**src/rtl/mem_read_sequencer.sv**
```systemverilog
// Read-side sequencer for the 1K x 16 on-chip memory: issues rd_en bursts with
// 0-3 wait states per word and streams the captured words out through a small FIFO.
module mem_read_sequencer #(
  parameter int DATA_W     = 16,
  parameter int LEN_W      = 11,
  parameter int FIFO_DEPTH = 4
) (
  input  logic              clk,
  input  logic              reset_n,
  input  logic              start,
  input  logic [LEN_W-1:0]  len,
  input  logic [1:0]        wait_states,
  input  logic              abort,
  output logic              busy,
  output logic              done,
  output logic              mem_rd_en,
  output logic              mem_multi_cycle_mode,
  output logic [1:0]        mem_cycle_count,
  input  logic [DATA_W-1:0] mem_data_out,
  output logic              m_valid,
  input  logic              m_ready,
  output logic [DATA_W-1:0] m_data,
  output logic              m_last
);

  localparam int PTR_W = $clog2(FIFO_DEPTH);
  localparam int CNT_W = PTR_W + 1;
  localparam logic [CNT_W:0] DEPTH_C = (CNT_W + 1)'(FIFO_DEPTH);

  typedef enum logic [1:0] {S_IDLE, S_READ, S_DRAIN, S_DONE} state_t;

  state_t             state_q, state_d;
  logic [LEN_W-1:0]   len_q, issued_q;
  logic [1:0]         w_q, phase_q;
  logic               abort_q;
  logic               vld_p1, last_p1;
  logic [PTR_W-1:0]   wr_ptr_q, rd_ptr_q;
  logic [CNT_W-1:0]   count_q;
  logic [DATA_W-1:0]  fifo_data [FIFO_DEPTH];
  logic               fifo_last [FIFO_DEPTH];

  logic               abort_eff, credit_ok, word_end, last_word, push, pop;
  logic [CNT_W:0]     occupancy;

  assign abort_eff = abort | abort_q;
  // Slots already promised: words in the FIFO plus the one the memory just captured.
  assign occupancy = {1'b0, count_q} + {{CNT_W{1'b0}}, vld_p1};
  assign credit_ok = occupancy < DEPTH_C;
  assign word_end  = mem_rd_en && (phase_q == w_q);
  assign last_word = (issued_q + LEN_W'(1)) == len_q;

  always_comb begin
    state_d   = state_q;
    mem_rd_en = 1'b0;
    case (state_q)
      S_IDLE: begin
        if (start) state_d = (len == '0) ? S_DONE : S_READ;
      end
      S_READ: begin
        // Once a word has started it always runs its full W+1 cycles.
        if (phase_q != 2'd0)              mem_rd_en = 1'b1;
        else if (!abort_eff && credit_ok) mem_rd_en = 1'b1;
        if (word_end && (last_word || abort_eff)) state_d = S_DRAIN;
        else if (phase_q == 2'd0 && abort_eff)    state_d = S_DRAIN;
      end
      S_DRAIN: begin
        if (!vld_p1 && count_q == '0) state_d = S_DONE;
      end
      default: state_d = S_IDLE;
    endcase
  end

  assign busy                 = (state_q != S_IDLE);
  assign done                 = (state_q == S_DONE);
  assign mem_multi_cycle_mode = busy && (w_q != 2'd0);
  assign mem_cycle_count      = busy ? w_q : 2'd0;

  // Stage p0 -> p1: issue side; vld_p1 marks a word the memory captured on this edge.
  always_ff @(posedge clk or negedge reset_n) begin
    if (!reset_n) begin
      state_q  <= S_IDLE;
      len_q    <= '0;
      w_q      <= '0;
      issued_q <= '0;
      phase_q  <= '0;
      abort_q  <= 1'b0;
      vld_p1   <= 1'b0;
      last_p1  <= 1'b0;
    end else begin
      state_q <= state_d;
      if (state_q == S_IDLE && start) begin
        len_q    <= len;
        w_q      <= wait_states;
        issued_q <= '0;
        phase_q  <= '0;
        abort_q  <= 1'b0;
      end
      if (mem_rd_en) phase_q <= word_end ? 2'd0 : phase_q + 2'd1;
      if (word_end)  issued_q <= issued_q + LEN_W'(1);
      vld_p1  <= word_end;
      last_p1 <= word_end && last_word;
      if (state_q == S_READ && abort) abort_q <= 1'b1;
      else if (state_q == S_DONE)     abort_q <= 1'b0;
    end
  end

  // Stage p1 -> FIFO: registered memory data is valid one cycle after capture.
  assign push    = vld_p1 && !abort_q;
  assign m_valid = (count_q != '0) && !abort_q;
  assign pop     = m_valid && m_ready;
  assign m_data  = m_valid ? fifo_data[rd_ptr_q] : '0;
  assign m_last  = m_valid && fifo_last[rd_ptr_q];

  always_ff @(posedge clk or negedge reset_n) begin
    if (!reset_n) begin
      wr_ptr_q <= '0;
      rd_ptr_q <= '0;
      count_q  <= '0;
    end else if (abort_q) begin
      wr_ptr_q <= '0;
      rd_ptr_q <= '0;
      count_q  <= '0;
    end else begin
      if (push) wr_ptr_q <= wr_ptr_q + PTR_W'(1);
      if (pop)  rd_ptr_q <= rd_ptr_q + PTR_W'(1);
      case ({push, pop})
        2'b10:   count_q <= count_q + CNT_W'(1);
        2'b01:   count_q <= count_q - CNT_W'(1);
        default: count_q <= count_q;
      endcase
    end
  end

  always_ff @(posedge clk) begin
    if (push) begin
      fifo_data[wr_ptr_q] <= mem_data_out;
      fifo_last[wr_ptr_q] <= last_p1;
    end
  end

endmodule

```
**config.mk**
```make
export PLATFORM = sky130hd
export DESIGN_NAME = mem_read_sequencer
export DESIGN_NICKNAME = d
export VERILOG_FILES = /design/src/rtl/mem_read_sequencer.sv
export SDC_FILE = /design/constraint.sdc
export NUM_CORES = 1
export LEC_CHECK = 0
export CAP_MARGIN = 5
export CORE_UTILIZATION = 50
export CTS_BUF_LIST = sky130_fd_sc_hd__clkbuf_8
export CTS_CLUSTER_SIZE = 40
export DETAILED_ROUTE_END_ITERATION = 8
export GPL_TIMING_DRIVEN = 1
export PLACE_DENSITY = 0.71
export SLEW_MARGIN = 30
export SYNTH_ARGS = -nofsm -noshare
export SYNTH_HDL_FRONTEND = slang
export SYNTH_SLANG_ARGS = --single-unit
```
**constraint.sdc**
```tcl
create_clock -name clk -period 3 [get_ports clk]
set_clock_uncertainty 0.15 [all_clocks]
set_input_delay 0.3 -clock clk [delete_from_list [all_inputs] [get_ports clk]]
set_output_delay 0.3 -clock clk [all_outputs]
set_load 0.01 [all_outputs]
```
Yosys cells after proc, flatten, opt, wreduce, memory -nomap -nowiden

Memory sizes are Yosys's and may differ from the RTL's.
Index checks and enable logic that the tools add are counted.

Bits of input ports: 34
Logic and storage cells: 91
Memories kept: 2
Memory bits (writable): 68
Output and inout bits: 24
Register bits after elaboration: 38

Memory list:

| memory    | depth | bits a word | read ports | clocked after memory_dff | wr ports | RTL line | source |
|---|---|---|---|---|---|---|---|
| fifo_data | 4     | 16          | 1          | 0                        | 1        | 39       | `logic [DATA_W-1:0] fifo_data [FIFO_DEPTH];` |
| fifo_last | 4     | 1           | 1          | 0                        | 1        | 40       | `logic fifo_last [FIFO_DEPTH];` |

Reductions and logical operators: 32
Add/subtract/negate cells: 7
Eq/ne operators: 10
Bitwise operators: 1
Multiplexer cells: 27
Magnitude comparators: 1

Operators with widths:

| kind                                                                  | count |
|---|---|
| 2-bit 2-to-1 mux                                                      | 13 |
| 11-bit 2-to-1 mux                                                     | 2 |
| 16-bit 2-to-1 mux                                                     | 1 |
| 2-bit nonzero test                                                    | 7 |
| 1-bit logical AND                                                     | 13 |
| 11-bit by 1-bit adder with 11-bit output (second input constant)      | 1 |
| 11-bit == test                                                        | 1 |
| 11-bit zero test                                                      | 1 |
| 3-bit nonzero test                                                    | 3 |
| 1-bit 2-to-1 mux                                                      | 8 |
| 2-bit by 1-bit adder with 2-bit output (second input constant)        | 3 |
| 2-bit == test (second input constant)                                 | 3 |
| 2-bit one-hot mux with 3 select lines                                 | 1 |
| 3-bit one-hot mux with 2 select lines                                 | 1 |
| 3-bit by 1-bit adder with 4-bit output                                | 1 |
| 2-bit by 1-bit == test with 1-bit output (second input constant)      | 2 |
| 2-bit zero test                                                       | 2 |
| 4-bit by 3-bit < comparator with 1-bit output (second input constant) | 1 |
| 2-bit inequality test (second input constant)                         | 2 |
| 3-bit by 1-bit adder with 3-bit output (second input constant)        | 1 |
| 1-bit zero test                                                       | 3 |
| 3-bit zero test                                                       | 1 |
| 3-bit 2-to-1 mux                                                      | 1 |
| 3-bit inequality test (second input constant)                         | 1 |
| other kinds (5)                                                       | 5 |

Logic depth before layout (Yosys ltp)

Word-level depth: 10
Depth in mapped cells: 9
Mapped depth without buffers: 9

Worst setup path after synthesis

OpenSTA, ideal clock, no wires.

Path type: register -> register
Start point: register count_q[2]
End point: register count_q[2]
Arrival: 2.377 ns
Data required time: 2.719 ns
Slack: 0.341 ns
Path buffers: 1
Stages on the path, launching flop included: 10
Setup time: 0.131 ns
Clock period less this slack: 2.659 ns
Cells stage by stage: dfrtp_1 > or3_1 > nand2b_1 > clkbuf_1 > nor3b_1 > fa_1 > or3_1 > nand2_1 > xnor2_1 > nor2_1

Cells in the longest elaborated chain, start to end: 6
Elaborated cells on any way between the ends: 10
Classes of those cells: add/sub (2); eq/ne (2); mux (2); reduce/logical (4)

RTL lines:

| element                                                                          | RTL line | source |
|---|---|---|
| start, declared                                                                  | 38       | `logic [CNT_W-1:0] count_q;` |
| start signal, assigned                                                           | 127      | `2'b10: count_q <= count_q + CNT_W'(1);` |
| start signal, assigned                                                           | 128      | `2'b01: count_q <= count_q - CNT_W'(1);` |
| start signal, assigned                                                           | 129      | `default: count_q <= count_q;` |
| 3-bit nonzero test                                                               | 109      | `assign m_valid = (count_q != '0) && !abort_q;` |
| 1-bit logical AND                                                                | 109      |  |
| 1-bit logical AND                                                                | 110      | `assign pop = m_valid && m_ready;` |
| 2-bit by 1-bit == test with 1-bit output / 2-bit == test (equally long branches) | 126      | `case ({push, pop})` |
| 3-bit one-hot mux with 2 select lines                                            | 126      |  |
| 3-bit 2-to-1 mux                                                                 | 119      | `end else if (abort_q) begin` |

Parallel ways exist; a longest one is shown, timed or not.
A chain may end at the register's enable or synchronous reset.

Worst setup path after layout

Start point: register state_q[1]
End point: register state_q[1]

Cells in the longest elaborated chain, start to end: 6
Elaborated cells on any way between the ends: 12
Classes of those cells: eq/ne (5); mux (3); reduce/logical (4)

RTL lines:

| element                                                                                       | RTL line | source |
|---|---|---|
| start, declared                                                                               | 32       | `state_t state_q, state_d;` |
| start signal, assigned                                                                        | 90       | `state_q <= state_d;` |
| 2-bit by 1-bit == test with 1-bit output                                                      | 55       | `case (state_q)` |
| 1-bit 2-to-1 mux                                                                              | 55       |  |
| 1-bit logical AND                                                                             | 49       | `assign word_end = mem_rd_en && (phase_q == w_q);` |
| 1-bit logical AND                                                                             | 63       | `if (word_end && (last_word \|\| abort_eff)) state_d = S_DRAIN;` |
| 3-bit inequality test (no line) / 2-bit 2-to-1 mux (equally long branches)                    | -        |  |
| 3-bit AND reduction (no line) / 2-bit one-hot mux with 3 select lines (equally long branches) | -        |  |

Parallel ways exist; a longest one is shown, timed or not.

==> impl_metrics.csv <==
group,metric,value,unit
global_routing,antenna_found_initial,0,
placed_design,portBuffers,57,
layout,post_route_cells_drive_above_1_share,0.1613,
clock_network,clock_sink_count,106,
detailed_routing,route.detailed.vias_per_inst,5.333,
clock_network,cts_tree,"yes",
layout,fin_area,0.005724,mm2
timing,hold_ws,0.1940,ns
critical_path,worst-setup-path-type,"reg2reg",
power_and_ir_drop,p_leak,2.131,nW
critical_path,setup.worst_path.start_class,"flip-flop",
timing,setup_viol,0,
critical_path,timing.critical_path.slowest_stage_cell,"sky130_fd_sc_hd__dfrtp_1",
detailed_routing,route.antenna.remaining_nets,0,
clock_network,insertion_delay,0.37,ns
die,ios,58,
global_routing,top_usage_layer,"met2",
synthesis,seq_area_frac_synth,0.6278,
flow_run,max_cap_violations,0,
placed_design,dpl_worst_slack,0.2335,ns
layout,final_nets,443,
global_routing,first_global_vias,2835,
global_routing,grt_max_degree,39,
critical_path,rr_worst_depth,9,
clock_network,htree_levels,3,
die,design.core.area,0.009240,mm2
timing,relative_slew_margins,0.5341,
detailed_routing,firstDrtPassIters,4,
clock_network,clk_path_buf_depth,2,
synthesis,synth_top_area_share,0.4283,
global_routing,grt.overflow.total,0,
critical_path,sequence_of_cells_on_the_critical_path,"inv_1, ha_1, nor4b_1, a21oi_1, nand2b_1, nor3_1, o211a_1, o221a_4, mux2_4",
timing,finalCriticalPeriod,2.726,ns
layout,multi_input_area,0.001679,mm2
synthesis,synth_edf_count,68,
detailed_routing,vias,2837,
global_routing,grt_use_met2,0.3296,
synthesis,netlist_top_cells_count,"sky130_fd_sc_hd__edfxtp_1 (68), sky130_fd_sc_hd__dfrtp_1 (38), sky130_fd_sc_hd__nor2b_1 (21)",
placed_design,detailed_place.area,0.005539,mm2
power_and_ir_drop,power.total,4.529,mW
global_routing,grtUsageMet1,0.2294,
layout,nFillCells,727,
synthesis,ys_ff_latch,106,
synthesis,asyncSetResetFlopFracSynth,0.3585,
clock_network,cts_hold_buffers,0,
die,die_width,99.64,um
timing,timing.setup.tns,0,ns
layout,antenna_cells,0,
die,initial_utilization,0.5159,
detailed_routing,detail_route.wirelength,8438,um
synthesis,synthesis.yosys.warnings,0,
power_and_ir_drop,power_density,791.2,mW/mm2
status,run_status,"finished clean",
timing,finalHoldViolCount,0,
detailed_routing,routed_wire_length_per_instance,15.86,um
layout,layout.area.seq,0.002993,mm2
critical_path,critical_path_required,3.11,ns
critical_path,slowest_delay,0.43,ns
placed_design,hpwl,5822,um
global_routing,grt_pass1_wl,13900,um
synthesis,library_cell_occupying_the_most_area_in_the_post_synthesis_netlist,"sky130_fd_sc_hd__edfxtp_1",
synthesis,mapped_cells,329,
hold_path,hold_path_class,"in2async",
power_and_ir_drop,power.ir.vdd_worst,0.0005985,V
synthesis,synth.distinct_cells,44,
timing,fmax,366.9,MHz
clock_network,cts_buffer_count,9,
detailed_routing,remaining_drc_errors,0,
global_routing,globalRouteMet3Util,0.03865,
timing,min_period_over_period,0.9085,
die,placementRows,35,
global_routing,grt_util_all_layers,0.1869,
synthesis,mappedNetlistNets,374,
critical_path,critical_path_peak_fanout,7,
layout,area.growth.synth_to_final,20.08,%
clock_network,clkTransAtPathRegs,0.10,ns
timing,slew_viol_final,0,
timing,timing.final.ws_setup,0.2745,ns
detailed_routing,detail_route.iter0.violations,80,
placed_design,gpl.final_weighted_congestion,0.8250,
critical_path,cp-end-kind,"flip-flop",
timing,rsz0062_at_grt,"no",
synthesis,syn_avg_cell_area,14.49,um2
synthesis,ys_dominant_reg_cell,"sky130_fd_sc_hd__edfxtp_1",
synthesis,synth.area.top_cells,"sky130_fd_sc_hd__edfxtp_1 (43%), sky130_fd_sc_hd__dfrtp_1 (20%), sky130_fd_sc_hd__mux4_2 (8.0%)",
layout,final_util,0.6195,
critical_path,crit_arrival,2.84,ns
synthesis,synth.most_common_cell,"sky130_fd_sc_hd__edfxtp_1",
timing,timing_worst_slew_pin_value,0.6972,ns
synthesis,synthesis.area,0.004767,mm2
die,die_area,0.009928,mm2
clock_network,clk_root_buffer_cell,"sky130_fd_sc_hd__clkbuf_8",
placed_design,dpl.cell_count,516,
clock_network,post_cts_buffers,0,
die,die_boundary_height,99.64,um
clock_network,postCtsResizedCells,0,
layout,final_cells,532,
[kinds of logic after synthesis]
kind of cell | after synthesis | synth area share
XOR/XNOR | 22 | 0.04042
flip-flops | 106 | 0.6278
buffers and inverters | 23 | 0.01995
AO/OA/AOI/OAI | 37 | 0.05066
adder cells (fa/ha/maj) | 11 | 0.03045
AND/OR/NAND/NOR | 96 | 0.1102
multiplexers | 34 | 0.1205
[cells in the final DEF (no fill, tap or decap), types with 13 or more instances in the layout]
cell	instances
sky130_fd_sc_hd__nor2_1	18
sky130_fd_sc_hd__nor2b_1	21
sky130_fd_sc_hd__clkdlybuf4s50_1	57
sky130_fd_sc_hd__mux4_2	17
sky130_fd_sc_hd__dfrtp_1	38
sky130_fd_sc_hd__mux2_2	13
sky130_fd_sc_hd__edfxtp_1	68
sky130_fd_sc_hd__nand2_1	14
sky130_fd_sc_hd__o21ai_0	19
sky130_fd_sc_hd__xnor2_1	13
[critical path: cells and delay by family, from the launching register on]
| family | cells | cell delay [ns] |
|---|---|---|
| adders and majority gates | 1 | 0.20 |
| DFF | 1 | 0.43 |
| buffers and inverters | 1 | 0.09 |
| and+or+nand+nor | 3 | 0.82 |
| AOI/OAI and AO/OA | 3 | 0.64 |
| muxes | 1 | 0.29 |
[layer usage]
metal  wire [um]  share of wire  vias up
met3         275          0.033       10
li1            -              -     1353
met2        4268           0.51       56
met1        3768           0.45     1418
met4         125          0.015        0
met5           0              0        -
[final timing paths]
check,from,to,slack [ns]
max,state_q[1]$_DFFE_PN0P_,state_q[1]$_DFFE_PN0P_,0.27
min,reset_n,phase_q[1]$_DFFE_PN0P_,0.19
max reg2reg,state_q[1]$_DFFE_PN0P_,state_q[1]$_DFFE_PN0P_,0.27
min reg2reg,last_p1$_DFF_PN0_,fifo_last[2]$_DFFE_PP_,0.38
max in group asynchronous,reset_n,abort_q$_DFFE_PN0P_,2.17
min in group clk,last_p1$_DFF_PN0_,fifo_last[2]$_DFFE_PP_,0.38
[final cells by class]
| class | count | share of cell area |
|---|---|---|
| Inverter | 12 | 0.007869 |
| Clock inverter | 7 | 0.01071 |
| Timing Repair Buffer | 69 | 0.1154 |
| Tap cell | 129 | 0.02820 |
| Multi-Input combinational cell | 200 | 0.2933 |
| Sequential cell | 106 | 0.5228 |
| Clock buffer | 9 | 0.02164 |
[state kept, by name (all words and copies together) (netlist names)]
name / cells
abort_q: 1
count_q: 3
fifo_data: 64
fifo_last: 4
issued_q: 11
last_p1: 1
len_q: 11
phase_q: 2
rd_ptr_q: 2
state_q: 2
vld_p1: 1
w_q: 2
wr_ptr_q: 2
[power by group]
part / total, mW / internal (mW) / switching (mW)
registers: 1.90 / 1.75 / 0.143
clock network: 0.837 / 0.320 / 0.517
logic: 1.80 / 0.987 / 0.809
Note: power is estimated with default switching activity, not from simulation.
